`config.mk`:
```
export PLATFORM = sky130hd
export DESIGN_NAME = ascon_input_loader_flat
export DESIGN_NICKNAME = d
export VERILOG_FILES = /design/src/rtl/ascon_input_loader_if.sv /design/src/rtl/ascon_input_loader.sv /design/src/flat_wrapper.sv
export SDC_FILE = /design/constraint.sdc
export NUM_CORES = 1
export LEC_CHECK = 0
export ABC_AREA = 1
export ABC_CLOCK_PERIOD_IN_PS = 46000
export CORE_ASPECT_RATIO = 0.75
export CORE_MARGIN = 2
export CORE_UTILIZATION = 55
export CTS_BUF_LIST = sky130_fd_sc_hd__clkbuf_8
export DETAILED_ROUTE_END_ITERATION = 6
export GPL_TIMING_DRIVEN = 0
export PLACE_DENSITY_LB_ADDON = 0.3
export SYNTH_ARGS = -nofsm -noshare
export SYNTH_HDL_FRONTEND = slang
export SYNTH_SLANG_ARGS = --single-unit
```
`constraint.sdc`:
```
create_clock -name CLK -period 46 [get_ports CLK]
set_input_delay 4.6 -clock CLK [delete_from_list [all_inputs] [get_ports CLK]]
set_output_delay 4.6 -clock CLK [all_outputs]
set_load 0.005 [all_outputs]
```
`src/rtl/ascon_input_loader_if.sv`:
```
// Stream-in and operand-out bundle of the Ascon input loader.
// ASCON_LOADER_LAST_CHECK_EN adds in_last / frame_err.
interface ascon_input_loader_if #(
  parameter int DATA_W = 32
);
  logic [DATA_W-1:0] in_data;
  logic              in_valid;
  logic              in_ready;
  logic [127:0]      SK;
  logic [127:0]      N;
  logic [63:0]       A;
  logic [63:0]       P;
  logic              load_valid;
  logic              load_ack;
`ifdef ASCON_LOADER_LAST_CHECK_EN
  logic              in_last;
  logic              frame_err;

  modport master (
    output in_data, in_valid, in_last, load_ack,
    input  in_ready, SK, N, A, P, load_valid, frame_err
  );

  modport slave (
    input  in_data, in_valid, in_last, load_ack,
    output in_ready, SK, N, A, P, load_valid, frame_err
  );
`else
  modport master (
    output in_data, in_valid, load_ack,
    input  in_ready, SK, N, A, P, load_valid
  );

  modport slave (
    input  in_data, in_valid, load_ack,
    output in_ready, SK, N, A, P, load_valid
  );
`endif
endinterface

```
`src/rtl/ascon_input_loader.sv`:
```
// Ascon-128 operand loader: packs a word stream into SK/N/A/P, double-buffered.
// ASCON_LOADER_LAST_CHECK_EN enables in_last framing check with frame_err.
module ascon_input_loader #(
  parameter int DATA_W = 32
) (
  input  logic                 CLK,
  input  logic                 RST,
  ascon_input_loader_if.slave  bus
);

  localparam int SW        = 384;
  localparam int NUM_WORDS = SW / DATA_W;
  localparam int CW        = $clog2(NUM_WORDS);
  localparam logic [CW-1:0] LAST_W = CW'(NUM_WORDS - 1);

  typedef enum logic {
    EMPTY = 1'b0,
    FULL  = 1'b1
  } state_t;

  state_t        state_q, state_d;
  logic [CW-1:0] wcnt_q, wcnt_d;
  logic [SW-1:0] shadow_q, shadow_d;
  logic [SW-1:0] out_q, out_d;

  logic xfer;
  logic last;
  logic err;
  logic complete;

  assign last = (wcnt_q == LAST_W);

  // Only the final word stalls, and only while the held frame is unacked.
  assign bus.in_ready = !(last && (state_q == FULL) && !bus.load_ack);

  assign xfer = bus.in_valid && bus.in_ready;

`ifdef ASCON_LOADER_LAST_CHECK_EN
  logic frame_err_q;

  assign err           = xfer && (bus.in_last != last);
  assign bus.frame_err = frame_err_q;
`else
  assign err = 1'b0;
`endif

  assign complete = xfer && last && !err;

  assign bus.load_valid = (state_q == FULL);
  assign bus.SK = out_q[383:256];
  assign bus.N  = out_q[255:128];
  assign bus.A  = out_q[127:64];
  assign bus.P  = out_q[63:0];

  // Shift words into the shadow frame; copy it out when a frame completes.
  always_comb begin
    wcnt_d   = wcnt_q;
    shadow_d = shadow_q;
    out_d    = out_q;
    if (xfer) begin
      if (err) begin
        wcnt_d   = '0;
        shadow_d = '0;
      end else begin
        shadow_d = {shadow_q[SW-DATA_W-1:0], bus.in_data};
        wcnt_d   = last ? '0 : wcnt_q + CW'(1);
      end
    end
    if (complete) out_d = shadow_d;
  end

  // Output holding state: FULL while an unacknowledged frame is presented.
  always_comb begin
    state_d = state_q;
    unique case (state_q)
      EMPTY: if (complete) state_d = FULL;
      FULL:  if (!complete && bus.load_ack) state_d = EMPTY;
      default: state_d = EMPTY;
    endcase
  end

  // State, counter, shadow and output registers.
  always_ff @(posedge CLK or posedge RST) begin
    if (RST) begin
      state_q  <= EMPTY;
      wcnt_q   <= '0;
      shadow_q <= '0;
      out_q    <= '0;
    end else begin
      state_q  <= state_d;
      wcnt_q   <= wcnt_d;
      shadow_q <= shadow_d;
      out_q    <= out_d;
    end
  end

`ifdef ASCON_LOADER_LAST_CHECK_EN
  // One-cycle pulse on a mis-framed transfer.
  always_ff @(posedge CLK or posedge RST) begin
    if (RST) frame_err_q <= 1'b0;
    else     frame_err_q <= err;
  end
`endif

endmodule

```
`src/flat_wrapper.sv`:
```
// flat-port wrapper written by rule: the top's interface ports become plain ports
module ascon_input_loader_flat 
#(
  parameter int DATA_W = 32
)
  (CLK, RST, bus_in_data, bus_in_valid, bus_load_ack, bus_in_ready, bus_SK, bus_N, bus_A, bus_P, bus_load_valid);
  ascon_input_loader_if #(.DATA_W(DATA_W)) bus_i ();
  input  logic CLK;
  input  logic RST;
  input wire logic [$bits(bus_i.in_data)-1:0] bus_in_data;
  input wire logic [$bits(bus_i.in_valid)-1:0] bus_in_valid;
  input wire logic [$bits(bus_i.load_ack)-1:0] bus_load_ack;
  output wire logic [$bits(bus_i.in_ready)-1:0] bus_in_ready;
  output wire logic [$bits(bus_i.SK)-1:0] bus_SK;
  output wire logic [$bits(bus_i.N)-1:0] bus_N;
  output wire logic [$bits(bus_i.A)-1:0] bus_A;
  output wire logic [$bits(bus_i.P)-1:0] bus_P;
  output wire logic [$bits(bus_i.load_valid)-1:0] bus_load_valid;
  assign bus_i.in_data = bus_in_data;
  assign bus_i.in_valid = bus_in_valid;
  assign bus_i.load_ack = bus_load_ack;
  assign bus_in_ready = bus_i.in_ready;
  assign bus_SK = bus_i.SK;
  assign bus_N = bus_i.N;
  assign bus_A = bus_i.A;
  assign bus_P = bus_i.P;
  assign bus_load_valid = bus_i.load_valid;
  ascon_input_loader #(.DATA_W(DATA_W)) u_core (.CLK(CLK), .RST(RST), .bus(bus_i));
endmodule
```
==> results of run 1 <==
-- path summary, 6_finish.rpt --
kind / slack, ps / end / cells after the start
worst max-delay path: 35010 / bus_in_ready / 5
worst min-delay path: 480 / u_core.out_q[52] / 2
worst max register to register: 43650 / u_core.out_q[135] / 8
worst min register to register: 480 / u_core.out_q[52] / 2
max in group asynchronous: 39480 / u_core.shadow_q[24] / 5
min in group asynchronous: 4450 / u_core.out_q[202] / 2
-- power by group --
part	internal, mW	leakage, nW	switching, mW
clock network	0.292	1.30	0.250
logic	0.260	5.92	0.218
registers	0.808	9.64	0.117
total	1.36	16.9	0.585
-- worst register-to-register path: stages (launching register included) --
cell and delay (ps):
dfrtp_1 430, ha_1 240, nand2_1 110, nor2_4 60, nand3_2 300, buf_2 380
clkbuf_1 510, nand2_1 130, o21ai_0 120
-- area by class of cell --
| cell class | count | area [µm²] | share of cell area |
|---|---|---|---|
| flip-flops and latches | 741 | 18540 | 0.5250 |
| well taps | 657 | 822.0 | 0.02327 |
| inverters | 389 | 1468 | 0.04155 |
| multi-input cells | 1561 | 6908 | 0.1956 |
| clock buffers | 136 | 1872 | 0.05300 |
| repair buffers | 425 | 4342 | 0.1229 |
| clock inverters | 55 | 351.6 | 0.009955 |
| plain buffers | 169 | 1013 | 0.02869 |
-- layout by cell type, fill, tap and decap left out --
master | Yosys | layout
ha_1 | 1 | 1
clkinv_2 | 0 | 8
nand2_1 | 778 | 778
bufinv_16 | 0 | 5
buf_8 | 1 | 1
buf_16 | 0 | 5
buf_4 | 39 | 39
nand3_2 | 1 | 1
nand4_1 | 1 | 1
inv_1 | 389 | 429
nor2_4 | 1 | 1
o21ai_1 | 330 | 330
and2_1 | 32 | 32
dfrtp_1 | 741 | 741
buf_2 | 51 | 51
clkbuf_1 | 54 | 54
or2_2 | 1 | 1
clkinvlp_4 | 0 | 1
clkdlybuf4s50_1 | 0 | 420
clkbuf_8 | 0 | 136
nand2_4 | 1 | 1
buf_1 | 3 | 3
nand3b_1 | 1 | 1
nand3_1 | 67 | 67
inv_8 | 0 | 1
nand2_2 | 1 | 1
buf_6 | 21 | 21
nor2_1 | 2 | 2
o21ai_0 | 344 | 344
-- metrics by stage --
stage                 util  instance area [µm²]  hold slack, ps  total power [mW]
global placement    0.6577                32950           464.9             1.388
CTS                 0.7049                35320           486.7             1.949
floorplan                -                27920           453.0             1.069
global route        0.7049                35320           503.6             2.039
detailed placement  0.6605                33100           471.1             1.406
finish              0.7049                35320           484.8             1.945
-- registers in the layout, indices dropped and copies added (netlist names) --
| signal | count |
|---|---|
| u_core.out_q | 384 |
| u_core.shadow_q | 352 |
| u_core.wcnt_q | 4 |
| u_core.bus.load_valid | 1 |
-- kinds of logic (layout without fill, tap and decap cells) --
kind of cell | Yosys count | in the layout
AO/OA/AOI/OAI | 674 | 674
flip-flops | 741 | 741
AND/OR/NAND/NOR | 886 | 886
adder cells (fa/ha/maj) | 1 | 1
buffers and inverters | 558 | 1174
-- routing by layer --
layer  vias to the layer above  global-route usage  share of wire
met4                         0             0.09596          0.026
met3                       150             0.07628          0.079
li1                      10030                   -              -
met1                     11050              0.4252           0.42
met5                         -                   0              0
met2                       877              0.5019           0.48
==> impl_metrics.json, run 1 <==
{
  "avgRoutedWirePerCell_um": 19.66,
  "cts-buffers-inserted": 109,
  "fmax_mhz": 91.01,
  "yosys.cell_types.count": 22,
  "crit_path_cell_trace": "clkdlybuf4s50_1 -> nor2_1 -> nand2_4 -> clkbuf_1 -> clkdlybuf4s50_1",
  "n_fill_cell": 3619,
  "antenna_left": 0,
  "async_reset_ff_frac": 1.000,
  "crit_required_ps": 41400,
  "gp_congestion": 0.9047,
  "crit_path_start_kind": "primary input",
  "synth_warnings": 0,
  "slowest_stage": "clkdlybuf4s50_1",
  "grt_pass1_vias": 22470,
  "instances_no_fill": 4133,
  "cap_violations": 0,
  "hp-class": "reg2reg",
  "fin_crit_sh": 0.2389,
  "io_pins": 422,
  "die-height_um": 199.1,
  "clockBufferDepth": 3,
  "dp_slack_ps": 35080,
  "critPathBufInv": 3,
  "vias": 22110,
  "finalWorstSetupSlack_ps": 35010,
  "status": "finished clean",
  "ys_top_cells_by_area": "dfrtp_1 (66%), nand2_1 (10%), o21ai_0 (6.2%)",
  "critical_path.most_common_cell": "clkdlybuf4s50_1",
  "numPortBuffers": 420,
  "rows": 71,
  "r2r_start": "u_core.wcnt_q[0]",
  "cts_tree": "built",
  "cp_max_fo": 10,
  "setup_viol": 0,
  "start_util": 0.5573,
  "tns_ps": 0,
  "synthTopCellsByCount": "nand2_1 (778), dfrtp_1 (741), inv_1 (389)",
  "nets": 3433,
  "clockRootBuffer": "clkbuf_8",
  "yosysTopAreaCellShare": 0.6640,
  "synth_compound_gate_area_share": 0.1208,
  "syn-cell-area_um2": 27920,
  "drc_errors": 0,
  "grt_overflow": 0,
  "period_minus_slack_ps": 10990,
  "grt_setup_unrepaired": "false",
  "h-tree-depth": 3,
  "cts.repair.resized": 0,
  "vdd_drop_max_mv": 0.03621,
  "finalMaxSlewViolations": 0,
  "end_kind": "output port",
  "syn_nets": 2897,
  "hp-start": "u_core.out_q[52]",
  "muxShareOfSynthArea": 0,
  "ys.flop_type": "dfrtp_1",
  "post-dp-hpwl_um": 59690,
  "synth_area_per_cell_um2": 9.764,
  "synthCells": 2860,
  "die_w_um": 264.2,
  "clock_latency_ps": 690,
  "relSlewSlack": 0.4309,
  "synthAdderAreaFrac": 0.0004481,
  "cp_top_family": "buffers and inverters",
  "p_leak_nw": 16.86,
  "synth_largest_area_cell": "dfrtp_1",
  "synth_top_family_by_area": "simple AND/OR/NAND/NOR gates",
  "drive_gt1_frac": 0.07854,
  "antenna_cells": 0,
  "critPathMaxStageDelay_ps": 670,
  "setup.worst_path.start": "bus_load_ack",
  "via_per_inst": 5.349,
  "clk_pin_slew_ps": 60,
  "place_inst": 3942,
  "ys_seq_area_frac": 0.6640,
  "tightest_slew_ps": 853.7,
  "die_area_um2": 52610,
  "crit_type": "in2out",
  "clkSinkCount": 741,
  "antenna_found_initial": 1,
  "grt_max_degree": 144,
  "synth_edf_count": 0,
  "postCtsSetupBuffers": 0,
  "cts_hold_buffers": 0,
  "drt-initial-drc-count": 2110,
  "synth_xor_area_frac": 0,
  "ys_ff_latch": 741,
  "grt_pass1_wl_um": 125400,
  "arrival_ps": 6390,
  "first_pass_iters": 6,
  "grt_usage": 0.3120,
  "synth_most_common_cell": "nand2_1",
  "skew_ps": 17.86,
  "hold_violations": 0,
  "synthSimpleGateAreaFrac": 0.1261,
  "power.density_nw_per_um2": 55.07,
  "core-area_um2": 50100,
  "routed_wl_um": 81240,
  "area_growth_pct": 26.48
}
(Power assumes the default switching activity.)
==> run 2: changes to the inputs <==
--- a/config.mk
+++ b/config.mk
@@ -6,10 +6,10 @@
 export NUM_CORES = 1
 export LEC_CHECK = 0
 export ABC_AREA = 1
-export ABC_CLOCK_PERIOD_IN_PS = 46000
+export ABC_CLOCK_PERIOD_IN_PS = 9300
 export CORE_ASPECT_RATIO = 0.75
 export CORE_MARGIN = 2
-export CORE_UTILIZATION = 55
+export CORE_UTILIZATION = 50
 export CTS_BUF_LIST = sky130_fd_sc_hd__clkbuf_8
 export DETAILED_ROUTE_END_ITERATION = 6
 export GPL_TIMING_DRIVEN = 0
==> constraint.sdc (replaced) <==
create_clock -name CLK -period 9.3 [get_ports CLK]
set_input_delay 0.93 -clock CLK [delete_from_list [all_inputs] [get_ports CLK]]
set_output_delay 0.93 -clock CLK [all_outputs]
set_load 0.005 [all_outputs]
==> run 2 against run 1 <==
Effect of this change: routed wire length fell by 0.36%; die area grew 9.8%; first-iteration DRC count shrank 14%; setup slack worse by 29000 ps; flip-flop and latch count stayed put; global-route usage down 3.0 points; combinational power rose to 5.0 times the previous value; design area is 1.1% higher; core utilization is 5.4 points lower.
==> impl_metrics.json, run 2 (synthesis gave the netlist of run 1 again) <==
{
  "p_clk_frac": 0.282,
  "crit_required_ps": 8370,
  "tns_ps": 0,
  "worstSetupPathDepth": 6,
  "final_common_cell": "nand2_1",
  "nets": 3445,
  "critPathMaxStageDelay_ps": 600,
  "end_kind": "output port",
  "placed_cell_area_um2": 33400,
  "grt_pass1_vias": 22650,
  "grt_max_degree": 47,
  "stdcell_area_um2": 35690,
  "fin_util": 0.6512,
  "combPwrFrac": 0.245,
  "crit_path_cell_trace": "ha_1 -> nand2_1 -> nor2_4 -> nand2_4 -> clkbuf_1 -> clkdlybuf4s50_1",
  "clockBufferDepth": 3,
  "area_growth_pct": 27.82,
  "finalMaxSlewViolations": 0,
  "internal_power_mw": 6.755,
  "die_w_um": 276.9,
  "crit_type": "reg2out",
  "critPathBufInv": 2,
  "whs_path_depth": 2,
  "die-height_um": 208.7,
  "instances_no_fill": 4221,
  "cts_tree": "built",
  "h-tree-depth": 3,
  "antenna_found_initial": 0,
  "grt_overflow": 0,
  "rows": 74,
  "arrival_ps": 2640,
  "crit_path_start_kind": "flop",
  "start_util": 0.5095,
  "hold_violations": 0,
  "grt_usage": 0.2824,
  "grt_setup_unrepaired": "false",
  "postCtsSetupBuffers": 0,
  "skew_ps": 24.12,
  "clockRootBuffer": "clkbuf_8",
  "clock_latency_ps": 710,
  "gp_congestion": 0.8976,
  "hp-class": "reg2reg",
  "numPortBuffers": 420,
  "power.density_nw_per_um2": 270.6,
  "tightest_slew_ps": 596.7,
  "status": "finished clean",
  "top_regs": "u_core.out_q: 384 flops, u_core.shadow_q: 352 flops, u_core.wcnt_q: 4 flops",
  "die_area_um2": 57770,
  "p_sw_frac": 0.3007,
  "clkSinkCount": 741,
  "p_leak_nw": 16.99,
  "cap_violations": 0,
  "vdd_drop_max_mv": 0.1566,
  "place_inst": 4020,
  "antenna_left": 0,
  "rr_worst_depth": 8,
  "cts.repair.resized": 0,
  "cp_top_family": "buffers and inverters",
  "largest_register_ff_count": 384,
  "period_minus_slack_ps": 3572,
  "first_pass_iters": 6,
  "fmax_mhz": 279.9,
  "io_pins": 422,
  "power.total_mw": 9.659,
  "p_switching_mw": 2.904,
  "via_per_inst": 5.205,
  "cp_max_fo": 10,
  "regMostFlops": "u_core.out_q",
  "layout_common_cells": "nand2_1 (778), dfrtp_1 (741), inv_1 (424)",
  "relSlewSlack": 0.6022,
  "p_seq_frac": 0.473,
  "post-dp-hpwl_um": 60900,
  "cts_hold_buffers": 0,
  "avgRoutedWirePerCell_um": 19.18,
  "drt-initial-drc-count": 1822,
  "setup_viol": 0,
  "vias": 21970,
  "drc_errors": 0,
  "grt_pass1_wl_um": 126400,
  "slowest_stage": "clkdlybuf4s50_1",
  "core-area_um2": 54810,
  "fin_crit_sh": 0.3841,
  "routed_wl_um": 80950,
  "clk_pin_slew_ps": 60,
  "drive_gt1_frac": 0.08576,
  "cts-buffers-inserted": 108
}
-- run 2: cell types whose count changed in the layout (fill, tap and decap cells not counted), sizes merged --
cell | before | now
clkbuf | 190 | 191
diode | 0 | 1
buf | 120 | 133
clkinvlp | 1 | 3
inv | 430 | 426
clkinv | 8 | 18
-- run 2: cell type report --
class / instances / area, µm²
Clock inverter: 63 / 407.9
Tap cell: 722 / 903.4
Clock buffer: 137 / 1886
Antenna cell: 1 / 2.502
Timing Repair Buffer: 438 / 4564
Fill cell: 4363 / 19120
Multi-Input combinational cell: 1561 / 6908
Buffer: 169 / 1013
Inverter: 389 / 1464
Sequential cell: 741 / 18540
-- run 2: tightest hold or removal path, stage by stage (launching register included) --
cell	delay [ps]
dfrtp_1	340
nand2_1	50
o21ai_0	60
-- run 2: final timing paths --
| kind | startpoint | endpoint | slack [ps] |
|---|---|---|---|
| min in group asynchronous | RST | u_core.out_q[203] | 570 |
| min reg2reg | u_core.out_q[32] | u_core.out_q[32] | 490 |
| max | u_core.wcnt_q[0] | bus_in_ready | 5730 |
| max reg2reg | u_core.wcnt_q[0] | u_core.out_q[134] | 6990 |
| min | u_core.out_q[32] | u_core.out_q[32] | 490 |
| max in group asynchronous | RST | u_core.out_q[0] | 7030 |
-- run 2: through the flow --
step,hold WS [ps],worst slack [ps]
CTS,488.2,5648
global placement,466.6,-5438
global route,504.8,5555
floorplan,453.0,-1785
finish,486.2,5728
detailed placement,464.1,5756
-- run 2: power by group through the flow --
stage / combinational, mW / sequential [mW] / clock [mW]
3_5_place_dp: 2.37 / 4.59 / 0
4_1_cts: 2.39 / 4.55 / 2.76
5_1_grt: 2.61 / 4.63 / 2.92
2_1_floorplan: 0.822 / 4.47 / 0
6_report: 2.37 / 4.56 / 2.73
3_3_place_gp: 2.29 / 4.58 / 0
-- run 2: layer usage --
layer / vias to the layer above / global-route usage / share of wire
met5: - / 0 / 0
met2: 764 / 0.4490 / 0.47
met4: 0 / 0.08490 / 0.027
met1: 11000 / 0.3759 / 0.42
met3: 150 / 0.08676 / 0.084
li1: 10060 / - / -
==> run 3: changes to the inputs <==
--- a/config.mk
+++ b/config.mk
@@ -6,7 +6,7 @@
 export NUM_CORES = 1
 export LEC_CHECK = 0
 export ABC_AREA = 1
-export ABC_CLOCK_PERIOD_IN_PS = 9300
+export ABC_CLOCK_PERIOD_IN_PS = 2900
 export CORE_ASPECT_RATIO = 0.75
 export CORE_MARGIN = 2
 export CORE_UTILIZATION = 50
==> constraint.sdc (replaced) <==
create_clock -name CLK -period 2.9 [get_ports CLK]
set_input_delay 0.29 -clock CLK [delete_from_list [all_inputs] [get_ports CLK]]
set_output_delay 0.29 -clock CLK [all_outputs]
set_load 0.005 [all_outputs]
==> run 3 against run 2 <==
Effect of this change: cell count about the same; register-to-register slack worse by 6400 ps; critical path depth down 1; combinational power rose to 3.2 times the previous value; sequential power rose to 3.2 times the previous value; core utilization about the same; routed wire length up 0.14%.
==> impl_metrics.json, run 3 (synthesis gave the netlist of run 1 again) <==
{
  "io_pins": 422,
  "crit_path_start_kind": "flop",
  "fmax_mhz": 390.9,
  "n_fill_cell": 4362,
  "first_pass_iters": 5,
  "r2r_start": "u_core.wcnt_q[0]",
  "drive_gt1_frac": 0.08576,
  "period_minus_slack_ps": 2558,
  "grt_pass1_vias": 22650,
  "post-dp-hpwl_um": 60900,
  "core-area_um2": 54810,
  "numPortBuffers": 420,
  "layout_common_cells": "nand2_1 (778), dfrtp_1 (741), inv_1 (424)",
  "finalMaxSlewViolations": 0,
  "avgRoutedWirePerCell_um": 19.21,
  "nets": 3445,
  "setup.worst_path.start": "u_core.wcnt_q[0]",
  "place_inst": 4020,
  "clockRootBuffer": "clkbuf_8",
  "drc_errors": 0,
  "fin_crit_sh": 0.8822,
  "grt_usage": 0.2823,
  "h-tree-depth": 3,
  "die_area_um2": 57770,
  "grt_overflow": 0,
  "cap_violations": 0,
  "antenna_cells": 0,
  "rows": 74,
  "drt-initial-drc-count": 1894,
  "clk_pin_slew_ps": 60,
  "via_per_inst": 5.202,
  "die_w_um": 276.9,
  "end_kind": "output port",
  "start_util": 0.5095,
  "area_growth_pct": 27.83,
  "clkSinkCount": 741,
  "cts-buffers-inserted": 108,
  "tightest_slew_ps": 613.4,
  "largest_register_ff_count": 384,
  "hp-class": "in2reg",
  "top_regs": "u_core.out_q: 384 flops, u_core.shadow_q: 352 flops, u_core.wcnt_q: 4 flops",
  "antenna_left": 0,
  "antenna_found_initial": 0,
  "grt_max_degree": 47,
  "hold_violations": 0,
  "die-height_um": 208.7,
  "power.density_nw_per_um2": 867.7,
  "setup_viol": 0,
  "finalWorstSetupSlack_ps": 341.8,
  "grt_setup_unrepaired": "false",
  "grt_pass1_wl_um": 126400,
  "relSlewSlack": 0.5911,
  "hp-start": "bus_in_valid",
  "crit_type": "reg2out",
  "cp_max_fo": 18,
  "regMostFlops": "u_core.out_q",
  "routed_wl_um": 81070,
  "cts_tree": "built",
  "clock_latency_ps": 710,
  "dp_slack_ps": 348.4,
  "gp_congestion": 0.8976,
  "p_leak_nw": 16.99,
  "final_common_cell": "nand2_1",
  "crit_required_ps": 2610,
  "clockBufferDepth": 3,
  "vdd_drop_max_mv": 0.5014,
  "cts.repair.resized": 0,
  "vias": 21950,
  "instances_no_fill": 4220,
  "postCtsSetupBuffers": 0,
  "arrival_ps": 2270,
  "status": "finished clean",
  "skew_ps": 25.08
}
run 3: per-stage QoR:
| stage | hold slack (ps) | setup TNS, ps | utilization | cell area (µm²) | total power, mW |
|---|---|---|---|---|---|
| 2_1_floorplan | 453.0 | -5591190 | - | 27930 | 16.97 |
| 3_3_place_gp | 466.6 | -8204370 | 0.6027 | 33040 | 22.03 |
| 3_5_place_dp | 464.1 | 0 | 0.6093 | 33400 | 22.31 |
| 4_1_cts | 145.1 | 0 | 0.6512 | 35700 | 31.10 |
| 5_1_grt | 203.2 | 0 | 0.6512 | 35700 | 32.56 |
| 6_report | 207.8 | 0 | 0.6512 | 35700 | 30.97 |
run 3: per-layer routing:
layer	track usage	share of wire
met5	0	0
met2	0.4490	0.47
met1	0.3758	0.42
met4	0.08490	0.026
met3	0.08676	0.084
run 3: final timing paths:
kind	end	slack, ps	depth (start not counted)
setup / recovery	bus_in_ready	340	5
hold / removal	u_core.shadow_q[4]	210	3
setup reg to reg	u_core.out_q[134]	590	8
hold reg to reg	u_core.out_q[32]	490	2
max in group asynchronous	u_core.out_q[0]	670	8
min in group asynchronous	u_core.out_q[204]	520	3
run 3: cell type report:
| cell class | count | area, µm² | area share |
|---|---|---|---|
| Clock inverter | 63 | 407.9 | 0.01143 |
| Clock buffer | 137 | 1886 | 0.05282 |
| Buffer | 168 | 1010 | 0.02829 |
| Inverter | 389 | 1464 | 0.04101 |
| Sequential cell | 741 | 18540 | 0.5195 |
| Multi-Input combinational cell | 1561 | 6908 | 0.1935 |
| Tap cell | 722 | 903.4 | 0.02531 |
| Timing Repair Buffer | 439 | 4574 | 0.1282 |
run 3: repair_timing:
action	4_1_cts	5_1_grt
hold endpoints to repair	14	0
endpoints found under the setup margin	1	0
hold buffers	1	0
run 3: critical path, cell delays in order, from the launching register on:
cell	delay, ps
dfrtp_1	420
ha_1	230
nand2_1	110
nor2_4	70
nand2_4	190
clkdlybuf4s50_1	550
run 3: power by group:
| group | switching (mW) | total [mW] | internal, mW | leakage, nW |
|---|---|---|---|---|
| logic | 3.44 | 7.60 | 4.15 | 6.02 |
| registers | 1.83 | 14.6 | 12.8 | 9.64 |
| clock network | 4.04 | 8.74 | 4.70 | 1.33 |
